## config.mk

```make
export PLATFORM = sky130hd
export DESIGN_NAME = serial_parity_rx
export DESIGN_NICKNAME = d
export VERILOG_FILES = /design/src/rtl/serial_parity_rx_pkg.sv /design/src/rtl/serial_parity_rx_xor_gate.sv /design/src/rtl/serial_parity_rx.sv
export SDC_FILE = /design/constraint.sdc
export NUM_CORES = 1
export LEC_CHECK = 0
export CORE_ASPECT_RATIO = 1.2
export CORE_MARGIN = 1.5
export CORE_UTILIZATION = 55
export DETAILED_ROUTE_END_ITERATION = 8
export GPL_ROUTABILITY_DRIVEN = 0
export GPL_TIMING_DRIVEN = 0
export PLACE_DENSITY = 0.78
export SYNTH_ARGS = -nofsm -noshare
export SYNTH_HDL_FRONTEND = slang
export SYNTH_SLANG_ARGS = --single-unit
```

## constraint.sdc

```tcl
create_clock -name clk -period 2.2 [get_ports clk]
set_clock_uncertainty 0.15 [all_clocks]
set_input_delay 0.33 -clock clk [delete_from_list [all_inputs] [get_ports clk]]
set_output_delay 0.33 -clock clk [all_outputs]
set_load 0.1 [all_outputs]
```

## src/rtl/serial_parity_rx_pkg.sv

```systemverilog
`default_nettype none
// ---------------------------------------------------------------------------
// serial_parity_rx_pkg : FSM encodings and frame-format constants shared by
//                        the serial parity receiver and its transmitter.
// Revision 1.0
// ---------------------------------------------------------------------------
package serial_parity_rx_pkg;

  typedef enum logic [2:0] {
    ST_IDLE   = 3'd0,
    ST_START  = 3'd1,
    ST_DATA   = 3'd2,
    ST_PARITY = 3'd3,
    ST_STOP   = 3'd4
  } state_e;

  localparam logic LINE_IDLE = 1'b1;
  localparam logic START_BIT = 1'b0;
  localparam logic STOP_BIT  = 1'b1;

endpackage
`default_nettype wire

```

## src/rtl/serial_parity_rx_xor_gate.sv

```systemverilog
`default_nettype none
// ---------------------------------------------------------------------------
// XOR_GATE : two-input XOR cell used as the parity accumulator step.
// Revision 1.0
// ---------------------------------------------------------------------------
module XOR_GATE (
  input  logic in0,
  input  logic in1,
  output logic out
);

  assign out = in0 ^ in1;

endmodule
`default_nettype wire

```

## src/rtl/serial_parity_rx.sv

```systemverilog
`default_nettype none
// ---------------------------------------------------------------------------
// serial_parity_rx : oversampled serial receiver with parity/stop checking,
//                    a held-frame register with ack handshake and overrun flag.
// Revision 1.0
// ---------------------------------------------------------------------------
module serial_parity_rx
  import serial_parity_rx_pkg::*;
#(
  parameter int unsigned DATA_BITS  = 8,
  parameter int unsigned BIT_CYCLES = 4,
  parameter bit          PARITY_ODD = 1'b0
) (
  input  logic                 clk,
  input  logic                 rst,
  input  logic                 in0,
  input  logic                 ack,
  output logic [DATA_BITS-1:0] out,
  output logic                 valid,
  output logic                 parity_err,
  output logic                 frame_err,
  output logic                 overrun,
  output logic                 busy
);

  localparam int unsigned TW = $clog2(BIT_CYCLES);
  localparam int unsigned CW = $clog2(DATA_BITS + 1);
  localparam logic [TW-1:0] T_HALF   = TW'(BIT_CYCLES / 2 - 1);
  localparam logic [TW-1:0] T_FULL   = TW'(BIT_CYCLES - 1);
  localparam logic [CW-1:0] LAST_BIT = CW'(DATA_BITS - 1);

  logic                 sync1_q, sync2_q;
  state_e               state_q, state_d;
  logic [TW-1:0]        timer_q, timer_d;
  logic [CW-1:0]        bitcnt_q, bitcnt_d;
  logic [DATA_BITS-1:0] shift_q, shift_d;
  logic                 par_q, par_d;
  logic                 par_next;
  logic                 tick;
  logic                 load;

  logic [DATA_BITS-1:0] out_q;
  logic                 valid_q, perr_q, ferr_q, ovr_q, busy_q;

  XOR_GATE u_par_xor (
    .in0 (par_q),
    .in1 (sync2_q),
    .out (par_next)
  );

  always_ff @(posedge clk) begin
    if (rst) begin
      sync1_q  <= LINE_IDLE;
      sync2_q  <= LINE_IDLE;
      state_q  <= ST_IDLE;
      timer_q  <= '0;
      bitcnt_q <= '0;
      shift_q  <= '0;
      par_q    <= 1'b0;
    end else begin
      sync1_q  <= in0;
      sync2_q  <= sync1_q;
      state_q  <= state_d;
      timer_q  <= timer_d;
      bitcnt_q <= bitcnt_d;
      shift_q  <= shift_d;
      par_q    <= par_d;
    end
  end

  always_comb begin
    state_d  = state_q;
    timer_d  = timer_q;
    bitcnt_d = bitcnt_q;
    shift_d  = shift_q;
    par_d    = par_q;
    load     = 1'b0;
    tick     = (timer_q == '0);
    case (state_q)
      ST_IDLE: begin
        if (sync2_q == START_BIT) begin
          state_d = ST_START;
          timer_d = T_HALF;
        end
      end
      ST_START: begin
        if (!tick) begin
          timer_d = timer_q - TW'(1);
        end else if (sync2_q == START_BIT) begin
          state_d  = ST_DATA;
          timer_d  = T_FULL;
          bitcnt_d = '0;
          shift_d  = '0;
          par_d    = PARITY_ODD;
        end else begin
          state_d = ST_IDLE;
        end
      end
      ST_DATA: begin
        if (!tick) begin
          timer_d = timer_q - TW'(1);
        end else begin
          // LSB arrives first, so shift right and insert at the top
          shift_d                = shift_q >> 1;
          shift_d[DATA_BITS-1]   = sync2_q;
          par_d                  = par_next;
          timer_d                = T_FULL;
          if (bitcnt_q == LAST_BIT) begin
            state_d  = ST_PARITY;
            bitcnt_d = '0;
          end else begin
            bitcnt_d = bitcnt_q + CW'(1);
          end
        end
      end
      ST_PARITY: begin
        if (!tick) begin
          timer_d = timer_q - TW'(1);
        end else begin
          par_d   = par_next;
          timer_d = T_FULL;
          state_d = ST_STOP;
        end
      end
      ST_STOP: begin
        if (!tick) begin
          timer_d = timer_q - TW'(1);
        end else begin
          load    = 1'b1;
          timer_d = T_FULL;
          state_d = ST_IDLE;
        end
      end
      default: state_d = ST_IDLE;
    endcase
  end

  // A load always wins over ack; ack on the load edge only suppresses overrun
  always_ff @(posedge clk) begin
    if (rst) begin
      out_q   <= '0;
      valid_q <= 1'b0;
      perr_q  <= 1'b0;
      ferr_q  <= 1'b0;
      ovr_q   <= 1'b0;
      busy_q  <= 1'b0;
    end else begin
      busy_q <= (state_d != ST_IDLE);
      if (load) begin
        out_q   <= shift_q;
        perr_q  <= par_q;
        ferr_q  <= (sync2_q != STOP_BIT);
        ovr_q   <= valid_q & ~ack;
        valid_q <= 1'b1;
      end else if (valid_q && ack) begin
        valid_q <= 1'b0;
        perr_q  <= 1'b0;
        ferr_q  <= 1'b0;
        ovr_q   <= 1'b0;
      end
    end
  end

  assign out        = out_q;
  assign valid      = valid_q;
  assign parity_err = perr_q;
  assign frame_err  = ferr_q;
  assign overrun    = ovr_q;
  assign busy       = busy_q;

endmodule
`default_nettype wire

```

---- After elaboration in Yosys (flattened, before gate mapping) ----
Cells that the tools add are included.
word-level totals
  output and inout bits ................... 13
  word-level logic and storage cells ...... 76
  flip-flop bits (word level) ............. 33
operators by class
  bitwise logic cells ..................... 4
  equal/unequal tests ..................... 11
  mux-type cells .......................... 33
  add/sub/neg operators ................... 2
  reductions and logical operators ........ 13
operators with widths
  kind                 count
  $mux 8               3
  $mux 3               6
  $mux 4               4
  $pmux 8 s2           1
  $pmux 3 s5           1
  $mux 1               10
  $mux 2               5
  $ne 2x2->1 const B   4
  $pmux 4 s2           1
  $reduce_and 4->1     2
  $eq 3x2->1 const B   2
  $pmux 2 s3           1
  $reduce_bool 2->1    3
  $reduce_bool 3->1    2
  $add 4x1->4 const B  1
  $eq 4x3->1 const B   1
  $eq 3x1->1 const B   1
  $eq 3x3->1 const B   1
  $logic_not 3->1      1
  $ne 3x3->1 const B   1
  $reduce_and 3->1     1
  $reduce_or 3->1      1
  $logic_not 2->1      1
  $ne 2x1->1 const B   1
  other kinds (7)      8

---- Longest topological paths before layout ----
  word-level depth ........................ 5
  depth in mapped cells ................... 8
  depth with buffers taken out ............ 6

---- Cells and area by module ----
From an unflattened synthesis, not the netlist that was laid out.
second synthesis, totals
  cell total of the unflattened synthesis .. 176
  area total of the unflattened synthesis .. 1512.7 um^2
modules (own cells, without submodules)
  module            times used  area each (um^2)  cells an instance  sequential area each (um^2)
  serial_parity_rx  1           1503.9            175                660.6
  XOR_GATE          1           8.8               1                  0.0

---- Worst setup path before layout ----
OpenSTA, ideal clock, no wires.
  kind .................................... register to register
  start ................................... register valid_q, in the netlist valid
  end ..................................... register ferr_q, in the netlist frame_err
  path slack .............................. 575 ps
  cell stages (with the launch flop) ...... 4
  required time ........................... 1918 ps
  arrival ................................. 1343 ps
  cell sequence ........................... dfxtp_1 nand2_1 nand3_1 a21oi_1
between the ends
  cells in the longest elaborated chain, start to end .. 2
ends and longest elaborated chain
  what                         line                     text
  start, declared              serial_parity_rx.sv:43   logic valid_q, perr_q, ferr_q, ovr_q, busy_q;
  start signal, assigned       serial_parity_rx.sv:142  valid_q <= 1'b0;
  start signal, assigned       serial_parity_rx.sv:154  valid_q <= 1'b1;
  start signal, assigned       serial_parity_rx.sv:156  valid_q <= 1'b0;
  $logic_and 1x1->1            serial_parity_rx.sv:155  end else if (valid_q && ack) begin
  $reduce_bool 2->1 (no line)  n/a
  end signal, assigned         serial_parity_rx.sv:152  ferr_q <= (sync2_q != STOP_BIT);
  end, declared                serial_parity_rx.sv:43
Every way passes these cells.
A chain may end at the register's enable or synchronous reset.

---- Final worst setup path ----
  start ................................... register ovr_q, in the netlist overrun
  end ..................................... output port overrun
RTL lines
  what                    line                     text
  start, declared         serial_parity_rx.sv:43
  start signal, assigned  serial_parity_rx.sv:153  ovr_q <= valid_q & ~ack;
  end, declared           serial_parity_rx.sv:22   output logic overrun,
No word-level cell between the ends.

==> results.md <==
* Critical path peak fanout at 2
* Startpoint of the worst-slack reg-to-reg timing path: timer_q[0]
* Violation count after the first detailed-routing iteration at 48
* Transition at the pin with the smallest max-transition slack at 0.964 ns
* Number of endpoints failing setup at the final stage at 0
* Number of nets in the synthesized netlist at 183
* Die X-Extent at 51.9 um
* Port bufs at 15
* Core footprint at 2760 um2
* Worst slack, placed at 0.131 ns
* CP cell instances: dlygate4sd2_1
* Total number of yosys warnings at 0
* Pin count of the biggest net entering global routing at 12
* DIE AREA at 3200 um2
* WP data required at 1.72 ns
* Net total in the final layout at 205
* Synth unique cells at 42
* Delay of the slowest cell on the worst path at 0.86 ns
* Proportion of synthesized flip-flops having asynchronous set or reset at 0%
* Antenna-violating nets left at 0
* Syn Inst Count at 177
* Run status: complete, no violations
* Class of the tightest hold or removal check: primary input to flip-flop
* Iteration count of the initial detailed-routing pass at 5
* Path depth of the worst reg2reg path at 8
* Global-route total usage across every layer at 22.3%
* Reg-to-reg endpoint: bitcnt_q[0]
* Routed vias at 1340
* Most frequent cells in the layout: 33 x nand2_1, 33 x dfxtp_1, 15 x a21oi_1
* Layer with the highest usage: met2
* Total inserted antenna cells at 0
* Met2 track demand over resource at 35.4%
* Family with the most delay on the worst path: buffers and inverters
* Post-layout min period at 2.03 ns
* Post-Route WL at 3.27 mm
* Root Buffer Master: clkbuf_4
* Launch instance of the worst min-delay path: rst
* Type of origin of the critical path: flip-flop
* Max-Slew Margin vs Limit at 36.0%
* Layout overhead on the synthesized area at 14.4%
* Placed Instance Area at 1770 um2
* Met3 usage at 7.28%
* Vias per std cell at 5.73
* Residual DRC at 0
* Ports placed on the boundary at 17
* Latest clock arrival within the worst-skew pair at 0.35 ns
* Critical path buffer and inverter count at 1
* Hold violation count in the final report at 0
* F_max at 0.493 GHz
* Arrival time reported for the critical path endpoint at 1.55 ns
* Final critical-path share of the clock period at 92.2%
* Count of flip-flops with a built-in enable after synthesis at 0
* Average cell area after synthesis at 8.91 um2
* Antenna violations before repair at 0
* Number of fill cells in the layout at 257
* Largest buffer count on any clock path at 2
* Clock transition time at the flip-flop clock pins of the worst setup and hold paths at 0.12 ns
* Leading register cell type out of synthesis: dfxtp_1
* Max-cap violations at 0
* Register-to-register setup slack at 0.47 ns
* Routed length per instance at 14.0 um
* Reported leakage power at 0.687 nW
* Cell area after synthesis at 1580 um2
* Critical setup path kind: flip-flop to output pin
* Final cell utilization of the core at 65.4%
* Std-Cell Rows at 21
* Post-DP HPWL at 2.23 mm
* Critical path startpoint: overrun
* Share of layout cells above drive strength 1 at 20.5%
* Vias in the first global route at 1159
* Grt ovf at 0
* H-Tree Depth at 2
* Summed negative setup slack over all endpoints at 0 ns
* Worst Hold Path Cells at 2
* Layout Cell Area excl Fill at 1800 um2
* FF/Latch Area at 661 um2
* Hold buffer count at CTS at 0
* Number of buffers created by CTS at 5
* Area of combinational cells with multiple inputs at 798 um2
* Sort of element at the end of the critical path: output pin
* First-pass GRT wire length at 5.22 mm
* Initial Util at 57.1%
* Cell type of the slowest stage on the worst timing path: dlygate4sd2_1
* Die Y-Extent at 61.7 um
* Peak supply drop at 0.484 mV
* Unrepaired setup endpoints after global routing: false
* Met1 track utilization from global routing at 27.6%
* Worst setup margin at 0.171 ns
* Share of the yosys chip area belonging to registers at 41.9%
* Cell Pwr Density at 571 nW/um2
* Sinks on Clock Net at 33
* Post-synthesis sequential element count at 33
* Endpoint of the worst hold path: par_q
* Hold WS at 0.261 ns
* Max Slew Vio Count at 0
* CTS tree: done
where the power goes:
part           switching [mW]  total [mW]  leakage (nW)  internal, mW
clock                   0.217       0.337        0.0310         0.120
sequential            0.00537       0.610         0.267         0.605
combinational          0.0495      0.0836         0.390        0.0340
total                   0.272        1.03         0.687         0.759
state kept, by name (all words and copies together) (netlist names):
signal	flops
sync1_q	1
valid	1
par_q	1
shift_q	8
sync2_q	1
timer_q	2
frame_err	1
state_q	3
overrun	1
parity_err	1
out	8
busy	1
bitcnt_q	4
how the worst max path moves through the flow:
stage | end | slack (ns) | cells after the start
floorplan | frame_err | 0.58 | 3
global placement | valid | 0.16 | 1
detailed placement | valid | 0.13 | 1
CTS | valid | 0.05 | 1
global route | overrun | 0.11 | 1
finish | overrun | 0.17 | 1
cell type report:
cell class / instances / area share, %
buffer: 14 / 5.34
tap: 34 / 2.36
inverter: 5 / 1.18
clock buffer: 5 / 2.08
timing repair buffer: 15 / 7.21
multi-input combinational: 125 / 44.2
sequential: 33 / 36.6
clock inverter: 3 / 0.971
metal layers:
metal	up-vias	routed length, um
li1	657	-
met1	648	1480
met2	30	1600
met3	5	147
met4	0	43
met5	-	0
what timing repair did:
action / in CTS / in global routing
buffers inserted: 0 / 0
gates resized for setup: 13 / 2
cloned: 0 / 0
endpoints found under the setup margin: 13 / 1
kinds of logic after synthesis:
logic type,count (synthesis),synth area share (%)
adder cells (fa/ha/maj),2,1.59
flip-flops,33,41.9
AO/OA/AOI/OAI,45,21.0
AND/OR/NAND/NOR,76,26.7
buffers and inverters,19,7.46
multiplexers,2,1.27
cell usage after synthesis, drive strengths merged, types with 3 or more instances:
cell,instances,share of area [%]
clkbuf,4,0.95
nor2,5,1.3
nand3b,13,6.2
inv,5,1.3
nor2b,3,1.3
o21ai,15,7.4
a21oi,15,4.8
nand2b,4,1.6
nand3,6,1.9
dfxtp,33,42
nand2,34,8.3
nor3,3,0.95
buf,10,5.2
through the flow:
stage | power (mW) | cells
5_1_grt | 1.07 | 234
4_1_cts | 1.03 | 234
3_3_place_gp | 0.704 | 226
6_report | 1.03 | 234
3_5_place_dp | 0.707 | 226
2_1_floorplan | 0.687 | 177
Power figures use the tool's default switching activity.
